## config.mk

```make
export PLATFORM = sky130hd
export DESIGN_NAME = mem_access_ctrl
export DESIGN_NICKNAME = d
export VERILOG_FILES = /design/src/rtl/mem_pkg.sv /design/src/rtl/mac_wait_timer.sv /design/src/rtl/mem_access_ctrl.sv
export SDC_FILE = /design/constraint.sdc
export NUM_CORES = 1
export LEC_CHECK = 0
export CORE_ASPECT_RATIO = 1.2
export CORE_MARGIN = 4
export CORE_UTILIZATION = 38
export CTS_CLUSTER_SIZE = 25
export DETAILED_ROUTE_END_ITERATION = 12
export PLACE_DENSITY = 0.76
export SYNTH_ARGS = -nofsm -noshare
export SYNTH_HDL_FRONTEND = slang
export SYNTH_SLANG_ARGS = --single-unit
```

## constraint.sdc

```tcl
create_clock -name clk -period 1.6 [get_ports clk]
set_input_delay 0.16 -clock clk [delete_from_list [all_inputs] [get_ports clk]]
set_output_delay 0.16 -clock clk [all_outputs]
set_load 0.1 [all_outputs]
```

## src/rtl/mem_pkg.sv

```systemverilog
// Shared definitions for the memory access sequencer: state encoding and bus defaults.
package mem_pkg;

    localparam int unsigned MEM_DATA_W = 16;
    localparam int unsigned MEM_ADDR_W = 16;
    localparam int unsigned MEM_WORDS  = 256;
    localparam int unsigned CNT_W      = 4;

    localparam logic [15:0] ALIGN_MASK = 16'h0001;

    typedef enum logic [1:0] {
        ST_IDLE   = 2'd0,
        ST_ACCESS = 2'd1,
        ST_RESP   = 2'd2,
        ST_ERR    = 2'd3
    } state_e;

endpackage

```

## src/rtl/mac_wait_timer.sv

```systemverilog
// Loadable down-counter that paces the memory strobe; zero flags the capture/commit cycle.
module mac_wait_timer
    import mem_pkg::*;
#(
    parameter int unsigned W = CNT_W
) (
    input  logic         clk,
    input  logic         rst,
    input  logic         load,
    input  logic [W-1:0] load_val,
    input  logic         dec,
    output logic         zero
);

    logic [W-1:0] cnt_q, cnt_d;
    logic         zero_q, zero_d;

    always_comb begin
        cnt_d = cnt_q;
        if (load) begin
            cnt_d = load_val;
        end else if (dec && (cnt_q != '0)) begin
            cnt_d = cnt_q - W'(1);
        end
        zero_d = (cnt_d == '0);
    end

    always_ff @(posedge clk) begin
        if (rst) begin
            cnt_q  <= '0;
            zero_q <= 1'b1;
        end else begin
            cnt_q  <= cnt_d;
            zero_q <= zero_d;
        end
    end

    assign zero = zero_q;

endmodule

```

## src/rtl/mem_access_ctrl.sv

```systemverilog
// Sequences one fetch/load/store at a time onto the unified memory, holding the
// strobe for WAIT_CYCLES extra cycles and capturing read data into IR or MDR.
module mem_access_ctrl
    import mem_pkg::*;
#(
    parameter int unsigned DATA_W      = MEM_DATA_W,
    parameter int unsigned ADDR_W      = MEM_ADDR_W,
    parameter int unsigned WAIT_CYCLES = 1
) (
    input  logic              clk,
    input  logic              rst,
    input  logic              req_valid,
    output logic              req_ready,
    input  logic              req_write,
    input  logic              req_is_fetch,
    input  logic [ADDR_W-1:0] req_addr,
    input  logic [DATA_W-1:0] req_wdata,
    output logic              done,
    output logic              misalign_err,
    output logic [DATA_W-1:0] ir,
    output logic [DATA_W-1:0] mdr,
    output logic              mem_read,
    output logic              mem_write,
    output logic [ADDR_W-1:0] mem_addr,
    output logic [DATA_W-1:0] mem_wdata,
    input  logic [DATA_W-1:0] mem_rdata
);

    state_e            state_q, state_d;
    logic              write_q, write_d;
    logic              fetch_q, fetch_d;
    logic [ADDR_W-1:0] mem_addr_q, mem_addr_d;
    logic [DATA_W-1:0] mem_wdata_q, mem_wdata_d;
    logic [DATA_W-1:0] ir_q, ir_d;
    logic [DATA_W-1:0] mdr_q, mdr_d;
    logic              req_ready_q, req_ready_d;
    logic              done_q, done_d;
    logic              misalign_err_q, misalign_err_d;
    logic              mem_read_q, mem_read_d;
    logic              mem_write_q, mem_write_d;

    logic tmr_load, tmr_dec, tmr_zero;
    logic addr_odd;

    assign addr_odd = ((req_addr & ADDR_W'(ALIGN_MASK)) != '0);

    mac_wait_timer #(.W(CNT_W)) u_timer (
        .clk      (clk),
        .rst      (rst),
        .load     (tmr_load),
        .load_val (CNT_W'(WAIT_CYCLES)),
        .dec      (tmr_dec),
        .zero     (tmr_zero)
    );

    always_comb begin
        state_d     = state_q;
        write_d     = write_q;
        fetch_d     = fetch_q;
        mem_addr_d  = mem_addr_q;
        mem_wdata_d = mem_wdata_q;
        ir_d        = ir_q;
        mdr_d       = mdr_q;
        tmr_load    = 1'b0;
        tmr_dec     = 1'b0;

        case (state_q)
            ST_IDLE: begin
                if (req_valid) begin
                    write_d = req_write;
                    fetch_d = req_is_fetch;
                    if (addr_odd) begin
                        state_d = ST_ERR;
                    end else begin
                        state_d     = ST_ACCESS;
                        mem_addr_d  = req_addr;
                        mem_wdata_d = req_wdata;
                        tmr_load    = 1'b1;
                    end
                end
            end
            ST_ACCESS: begin
                if (!tmr_zero) begin
                    tmr_dec = 1'b1;
                end else begin
                    // Last strobe cycle: reads capture here, stores commit in memory.
                    if (!write_q) begin
                        if (fetch_q) ir_d  = mem_rdata;
                        else         mdr_d = mem_rdata;
                    end
                    state_d = ST_RESP;
                end
            end
            ST_RESP: state_d = ST_IDLE;
            ST_ERR:  state_d = ST_IDLE;
            default: state_d = ST_IDLE;
        endcase

        // Outputs are registered, so they are decoded from the next state.
        req_ready_d    = (state_d == ST_IDLE);
        done_d         = (state_d == ST_RESP);
        misalign_err_d = (state_d == ST_ERR);
        mem_read_d     = (state_d == ST_ACCESS) && !write_d;
        mem_write_d    = (state_d == ST_ACCESS) &&  write_d;
    end

    always_ff @(posedge clk) begin
        if (rst) begin
            state_q        <= ST_IDLE;
            write_q        <= 1'b0;
            fetch_q        <= 1'b0;
            mem_addr_q     <= '0;
            mem_wdata_q    <= '0;
            ir_q           <= '0;
            mdr_q          <= '0;
            req_ready_q    <= 1'b1;
            done_q         <= 1'b0;
            misalign_err_q <= 1'b0;
            mem_read_q     <= 1'b0;
            mem_write_q    <= 1'b0;
        end else begin
            state_q        <= state_d;
            write_q        <= write_d;
            fetch_q        <= fetch_d;
            mem_addr_q     <= mem_addr_d;
            mem_wdata_q    <= mem_wdata_d;
            ir_q           <= ir_d;
            mdr_q          <= mdr_d;
            req_ready_q    <= req_ready_d;
            done_q         <= done_d;
            misalign_err_q <= misalign_err_d;
            mem_read_q     <= mem_read_d;
            mem_write_q    <= mem_write_d;
        end
    end

    assign req_ready    = req_ready_q;
    assign done         = done_q;
    assign misalign_err = misalign_err_q;
    assign ir           = ir_q;
    assign mdr          = mdr_q;
    assign mem_read     = mem_read_q;
    assign mem_write    = mem_write_q;
    assign mem_addr     = mem_addr_q;
    assign mem_wdata    = mem_wdata_q;

endmodule

```

==> results of run 1 <==
area by class of cell:
cell class                 instances  area share (%)
multi-input combinational        240            23.2
sequential                        77            30.5
clock buffer                      11            2.60
tap                               90            2.23
clock inverter                     5            1.49
timing repair buffer             134            39.7
inverter                           4           0.297
final timing paths:
path / from / to / slack, ns / cells past startpoint
worst min register to register: mdr[1] / mdr[1] / 0.49 / 2
worst min-delay path: rst / write_q / 0.29 / 2
worst max-delay path: state_q[1] / mem_wdata[15] / 0.11 / 5
worst max register to register: state_q[1] / mem_wdata[15] / 0.11 / 5
sequential cells by signal, summed over array words and instances (netlist names), 2 cells and up:
register       count
u_timer.cnt_q      4
state_q            2
mem_addr          15
ir                16
mem_wdata         16
mdr               16
cells by family after synthesis:
kind of cell,Yosys count
and+or+nand+nor,158
buffers and inverters,28
other,1
xor gates and xnor gates,1
muxes,5
DFF,77
adders and majority gates,1
AOI/OAI and AO/OA,74
cells in the final DEF (no fill, tap or decap), drive strengths merged:
cell	synthesis	layout
nand2b	2	2
clkinv	0	3
nor2b	2	2
clkdlybuf4s50	0	51
nor3b	1	1
ha	1	1
nand2	130	130
and2	1	1
or3b	1	1
xnor2	1	1
or2	2	2
nor4	1	1
a21oi	66	66
o21ai	5	5
and3	1	1
mux2i	5	5
conb	1	1
dfxtp	77	77
or4b	1	1
a41oi	1	1
nor4b	2	2
inv	4	4
buf	14	83
bufinv	0	2
a21boi	1	1
or3	1	1
nor3	5	5
a31o	1	1
nor2	7	7
or4	1	1
clkbuf	10	11
routing by layer:
layer	track usage (%)	vias to the layer above
li1	-	1362
met1	18.9	1264
met2	29.7	98
met3	6.87	8
met4	5.52	0
met5	0	-
through the flow:
| stage | hold WS, ns | setup WS [ns] | util (%) |
|---|---|---|---|
| 4_1_cts | 0.286 | 0.0840 | 69.5 |
| 3_3_place_gp | 0.478 | 0.0753 | 66.6 |
| 5_1_grt | 0.302 | 0.0120 | 69.5 |
| 6_report | 0.291 | 0.106 | 69.5 |
| 2_1_floorplan | 0.296 | 0.123 | - |
| 3_5_place_dp | 0.485 | 0.0357 | 66.6 |
worst max-delay path, stage by stage, from the launching register on:
cell and delay (ns):
dfxtp_1 0.39, buf_4 0.19, or3_1 0.44, buf_12 0.19
nand2_1 0.08, a21oi_1 0.07
power by group through the flow:
| stage | Combinational, W | Sequential (W) | Clock [W] |
|---|---|---|---|
| 6_report | 0.00124 | 0.00209 | 0.00153 |
| 2_1_floorplan | 0.000235 | 0.00260 | 0 |
| 4_1_cts | 0.00124 | 0.00209 | 0.00158 |
| 3_5_place_dp | 0.00124 | 0.00214 | 0 |
| 5_1_grt | 0.00129 | 0.00210 | 0.00167 |
| 3_3_place_gp | 0.00123 | 0.00213 | 0 |
==> out/metrics.csv, run 1 <==
stage,metric,value,unit
outcome,status,finished clean,
synthesis,Synth Register Bits,77,
routing,highest layer used for signal routing,met4,
clocking,"CTS clk-pin slew, worst paths",0.08,ns
clocking,Resized Gates After CTS,0,
clocking,clock tree buffer depth,2,
setup_path,Critical Path Source Type,register,
sta,skew final,0.00740,ns
power,NetSw,0.00150,W
power,pwr/cell area,960,nW/µm²
floorplanning,Initial Util,39.1,%
synthesis,"Seq/Total Area, Yosys",54.2,%
routing,DRT Pass-1 Iters,4,
power,Gate power share,25.5,%
synthesis,multiplexer share of the synthesized area,1.76,%
sta,fin. max-slew vios,0,
synthesis,Syn Nets,399,
placement,area post-placement,4850,µm²
power,Lkg Pwr,1.88,nW
synthesis,Post-synth EDFFs,0,
routing,final WL,7.59,mm
sta,Worst-Margin Slew,0.511,ns
floorplanning,I/O Pins,122,
cells_and_area,# nets final,520,
setup_path,CP arrival,1.70,ns
routing,drt wl/cell,13.5,µm
synthesis,post-synthesis adder-cell area fraction,0.440,%
synthesis,Simple-Gate Fraction of Synth Area,24.5,%
clocking,Clock Sink Count,77,
power,post-route total power,0.00485,W
setup_path,CP max FO,29,
synthesis,commonest cells in the netlist,"nand2_1, dfxtp_1, a21oi_1, buf_2, clkbuf_1",
synthesis,Yosys top cell area share,54.2,%
sta,Final TNS setup,0,ns
power,share of power burned in registers,43.1,%
synthesis,"Cell Area, Synth",2850,µm²
global_routing,total grt overflow,0,
cells_and_area,multi-input logic area,1170,µm²
routing,WL met3,610,µm
setup_path,Worst EP required,1.81,ns
setup_path,Setup crit end kind,register,
floorplanning,area of the die,8940,µm²
sta,Tcrit/Tclk final,93.4,%
synthesis,post-synthesis cell count,345,
sta,fin crit period,1.49,ns
floorplanning,Core Area,7270,µm²
clocking,CTS tree,built,
placement,RD Place Congestion,0.782,
power,clock group share of total power,31.4,%
synthesis,largest cells by area after synthesis,"dfxtp_1, nand2_1, a21oi_1, buf_2, mux2i_1",
routing,initial drt markers,73,
clocking,number of buffers added for setup after CTS,0,
sta,Setup-failing EPs final,0,
power,VDD IR max,807,µV
synthesis,most frequent cell after synthesis,nand2_1,
synthesis,yosys warns,0,
cells_and_area,Final Cell Area,5050,µm²
sta,Max Fclk,669,MHz
synthesis,Cell variety after synth,35,
clocking,CTS Buf Count,9,
global_routing,initial antenna violation count,0,
worst_hold_path,hold crit path type,in -> reg,
cells_and_area,Fillers,532,
synthesis,main combinational cell family by area after synthesis,simple AND/OR/NAND/NOR gates,
cells_and_area,layout cells sized above 1,22.7,%
cells_and_area,n_diodes,0,
cells_and_area,Finished Layout Cells,561,
power,Pint,0.00335,W
global_routing,Total Routing Usage GR,17.1,%
setup_path,Crit Path Category,reg -> reg,
power,Net Sw Frac,30.9,%
routing,vias per std cell,4.87,
routing,drc violations,0,
placement,Port Buf Inserts,120,
clocking,CTS H-tree lvls,3,
synthesis,compound-cell area share of the yosys netlist,13.8,%
synthesis,"Avg Cell Area, Syn",8.25,µm²
routing,remaining antenna violation count,0,
global_routing,largest net degree at the start of global routing,31,
job,max-cap violation count,0,
placement,Detail Placement HPWL,5.79,mm
routing,metal2 WL,3.86,mm
cells_and_area,Area Growth Syn to Fin,77.7,%
floorplanning,Die Wd,87.0,µm
sta,"Hold Vio Cnt, Final",0,
routing,vias after detailed routing,2732,
synthesis,largest area contributor in the netlist,dfxtp_1,
floorplanning,row count,34,
sta,RSZ-0062 raised after global routing,false,
floorplanning,Die Ht,103,µm
clocking,worst skew pair latency,0.33,ns
clocking,clk root buf,clkbuf_8,
routing,WL met1,3.06,mm
synthesis,Most used DFF post-synth,dfxtp_1,
global_routing,wire length of the first global-routing pass,12.0,mm
global_routing,vias in the first global route,2608,
cells_and_area,Storage cell area,1540,µm²
sta,max_slew headroom,65.9,%
synthesis,xor-xnor portion of the synthesized cell area,0.308,%
placement,dpl cells,545,
synthesis,ys async rst share,0,%
clocking,# hold bufs at CTS,0,
(Power assumes the default switching activity.)
==> run 2: changes to the inputs <==
==> constraint.sdc (replaced) <==
create_clock -name clk -period 1.6 [get_ports clk]
set_input_delay 0.16 -clock clk [delete_from_list [all_inputs] [get_ports clk]]
set_output_delay 0.16 -clock clk [all_outputs]
set_load 0.01 [all_outputs]
==> run 2 against run 1 <==
  * Sequential power fell by 2%
  * Register-to-register slack barely moved
  * Critical endpoint is now ir[14]
  * Die area did not move
  * Final cell count did not move
  * Fmax rose by 0.40%
  * Worst setup slack improved by 0.0060 ns
  * Clock skew barely moved
  * Utilization fell by 9.4 points
  * Via count fell by 2.3%
  * Clock power fell by 4%
==> out/metrics.csv, run 2 (synthesis results as in run 1) <==
stage,metric,value,unit
outcome,status,finished clean,
global_routing,initial antenna violation count,0,
worst_hold_path,hold_sp,rst,
setup_path,"slowest stage cell, crit path",or4b_1,
clocking,Clock Sink Count,77,
routing,vias per std cell,4.76,
routing,initial drt markers,70,
placement,dpl cells,546,
cells_and_area,"commonest non-fill, non-tap cell in the layout",nand2_1,
sta,Fin Hold WS,0.222,ns
setup_path,Worst EP required,1.81,ns
cells_and_area,Finished Layout Cells,561,
routing,vias after detailed routing,2669,
placement,Detail Placement HPWL,5.39,mm
global_routing,Total Routing Usage GR,17.2,%
power,Lkg Pwr,1.54,nW
power,VDD IR max,596,µV
sta,Setup-failing EPs final,0,
routing,remaining antenna violation count,0,
clocking,CTS Buf Count,9,
job,max-cap violation count,0,
sta,fin crit period,1.49,ns
setup_path,Setup crit end kind,register,
worst_hold_path,WHS Path Cells,2,
clocking,worst skew pair latency,0.34,ns
sta,Setup WS post-layout,0.112,ns
sta,skew final,0.00788,ns
setup_path,cells along the critical path,or4b_1 -> buf_4 -> nand2_1 -> a21oi_1,
cells_and_area,most frequent cells in the layout,"nand2_1, clkdlybuf4s50_1, dfxtp_1, a21oi_1, buf_4",
setup_path,Critical Path Source Type,register,
power,pwr/cell area,944,nW/µm²
cells_and_area,n_diodes,0,
cells_and_area,layout cells sized above 1,9.13,%
global_routing,vias in the first global route,2657,
global_routing,total grt overflow,0,
setup_path,CP Buf/Inv Count,1,
floorplanning,row count,34,
setup_path,worst reg2reg endpoint,ir[14],
cells_and_area,Fillers,648,
sta,"Hold Vio Cnt, Final",0,
floorplanning,Die Ht,103,µm
setup_path,flop2flop setup slack,0.11,ns
clocking,CTS tree,built,
clocking,CTS H-tree lvls,3,
sta,Max Fclk,672,MHz
worst_hold_path,hold crit path type,in -> reg,
setup_path,CP max FO,14,
sta,fin. max-slew vios,0,
setup_path,worst reg2reg path depth,4,
floorplanning,Die Wd,87.0,µm
setup_path,Crit Path Category,reg -> reg,
sta,Tcrit/Tclk final,93.0,%
setup_path,CP arrival,1.70,ns
clocking,# hold bufs at CTS,0,
cells_and_area,Final Util,60.1,%
floorplanning,Core Area,7270,µm²
global_routing,wire length of the first global-routing pass,12.0,mm
routing,drc violations,0,
floorplanning,Initial Util,39.1,%
setup_path,Reg2Reg Launch Point,state_q[1],
floorplanning,area of the die,8940,µm²
cells_and_area,# nets final,521,
floorplanning,I/O Pins,122,
routing,final WL,7.45,mm
routing,drt wl/cell,13.3,µm
worst_hold_path,hold endpoint,mem_addr[13],
placement,pre-CTS setup slack,0.00135,ns
global_routing,largest net degree at the start of global routing,35,
clocking,"CTS clk-pin slew, worst paths",0.07,ns
clocking,clock tree buffer depth,2,
placement,RD Place Congestion,0.821,
routing,DRT Pass-1 Iters,4,
setup_path,"slowest stage delay, CP",0.61,ns
placement,Port Buf Inserts,120,
power,post-route total power,0.00413,W
setup_path,"delay-heaviest family, CP",simple AND/OR/NAND/NOR gates,
clocking,clk root buf,clkbuf_8,
cells_and_area,Area Growth Syn to Fin,53.7,%
run 2: cell types whose count changed in the layout (fill, tap and decap cells not counted), sizes merged:
cell,delta
bufinv,-1
buf,-67
clkdlybuf4s50,+68
clkinvlp,+1
clkinv,-1
run 2: worst max path at each step:
stage	from	endpoint	slack [ns]	depth (start not counted)
floorplan	state_q[1]	u_timer.cnt_q[3]	0.12	5
global placement	req_valid	mem_addr[12]	0.06	6
detailed placement	req_valid	mem_read	0.001	6
CTS	state_q[0]	ir[14]	0.06	5
global route	u_timer.cnt_q[0]	u_timer.zero	-0.001	6
finish	state_q[1]	ir[14]	0.11	4
run 2: power breakdown:
| group | switching, W | total [W] | internal [W] |
|---|---|---|---|
| clock | 0.000682 | 0.00147 | 0.000792 |
| combinational | 0.000267 | 0.000602 | 0.000334 |
| sequential | 0.0000518 | 0.00205 | 0.00200 |
| total | 0.00100 | 0.00413 | 0.00313 |
run 2: through the flow:
step,TNS [ns],area [µm²]
4_1_cts,0,4360
3_5_place_dp,0,4160
6_report,0,4370
2_1_floorplan,0,2850
3_3_place_gp,0,4160
5_1_grt,-0.00143,4370
run 2: layout make-up:
type | instances | area, µm² | area share (%)
clock buffer | 11 | 151 | 3.46
clock inverter | 4 | 47.5 | 1.09
inverter | 4 | 15.0 | 0.343
multi-input combinational | 240 | 1180 | 27.0
sequential | 77 | 1540 | 35.3
tap | 90 | 113 | 2.58
timing repair buffer | 135 | 1330 | 30.3
run 2: what timing repair did:
| item | 4_1_cts | 5_1_grt |
|---|---|---|
| hold endpoints to repair | 0 | 0 |
| buffers inserted | 0 | 0 |
| endpoints found under the setup margin | 0 | 16 |
| gates resized for setup | 0 | 4 |
run 2: routing by layer:
metal | share of wire (%) | global-route usage, %
met5 | 0 | 0
met4 | 1.9 | 7.91
met3 | 8.5 | 5.92
met1 | 40 | 19.5
met2 | 50 | 29.1
run 2: worst reg2reg max path, cell delays in order, from the launching register on:
cell	delay [ns]
dfxtp_1	0.39
or4b_1	0.61
buf_4	0.22
nand2_1	0.08
a21oi_1	0.06
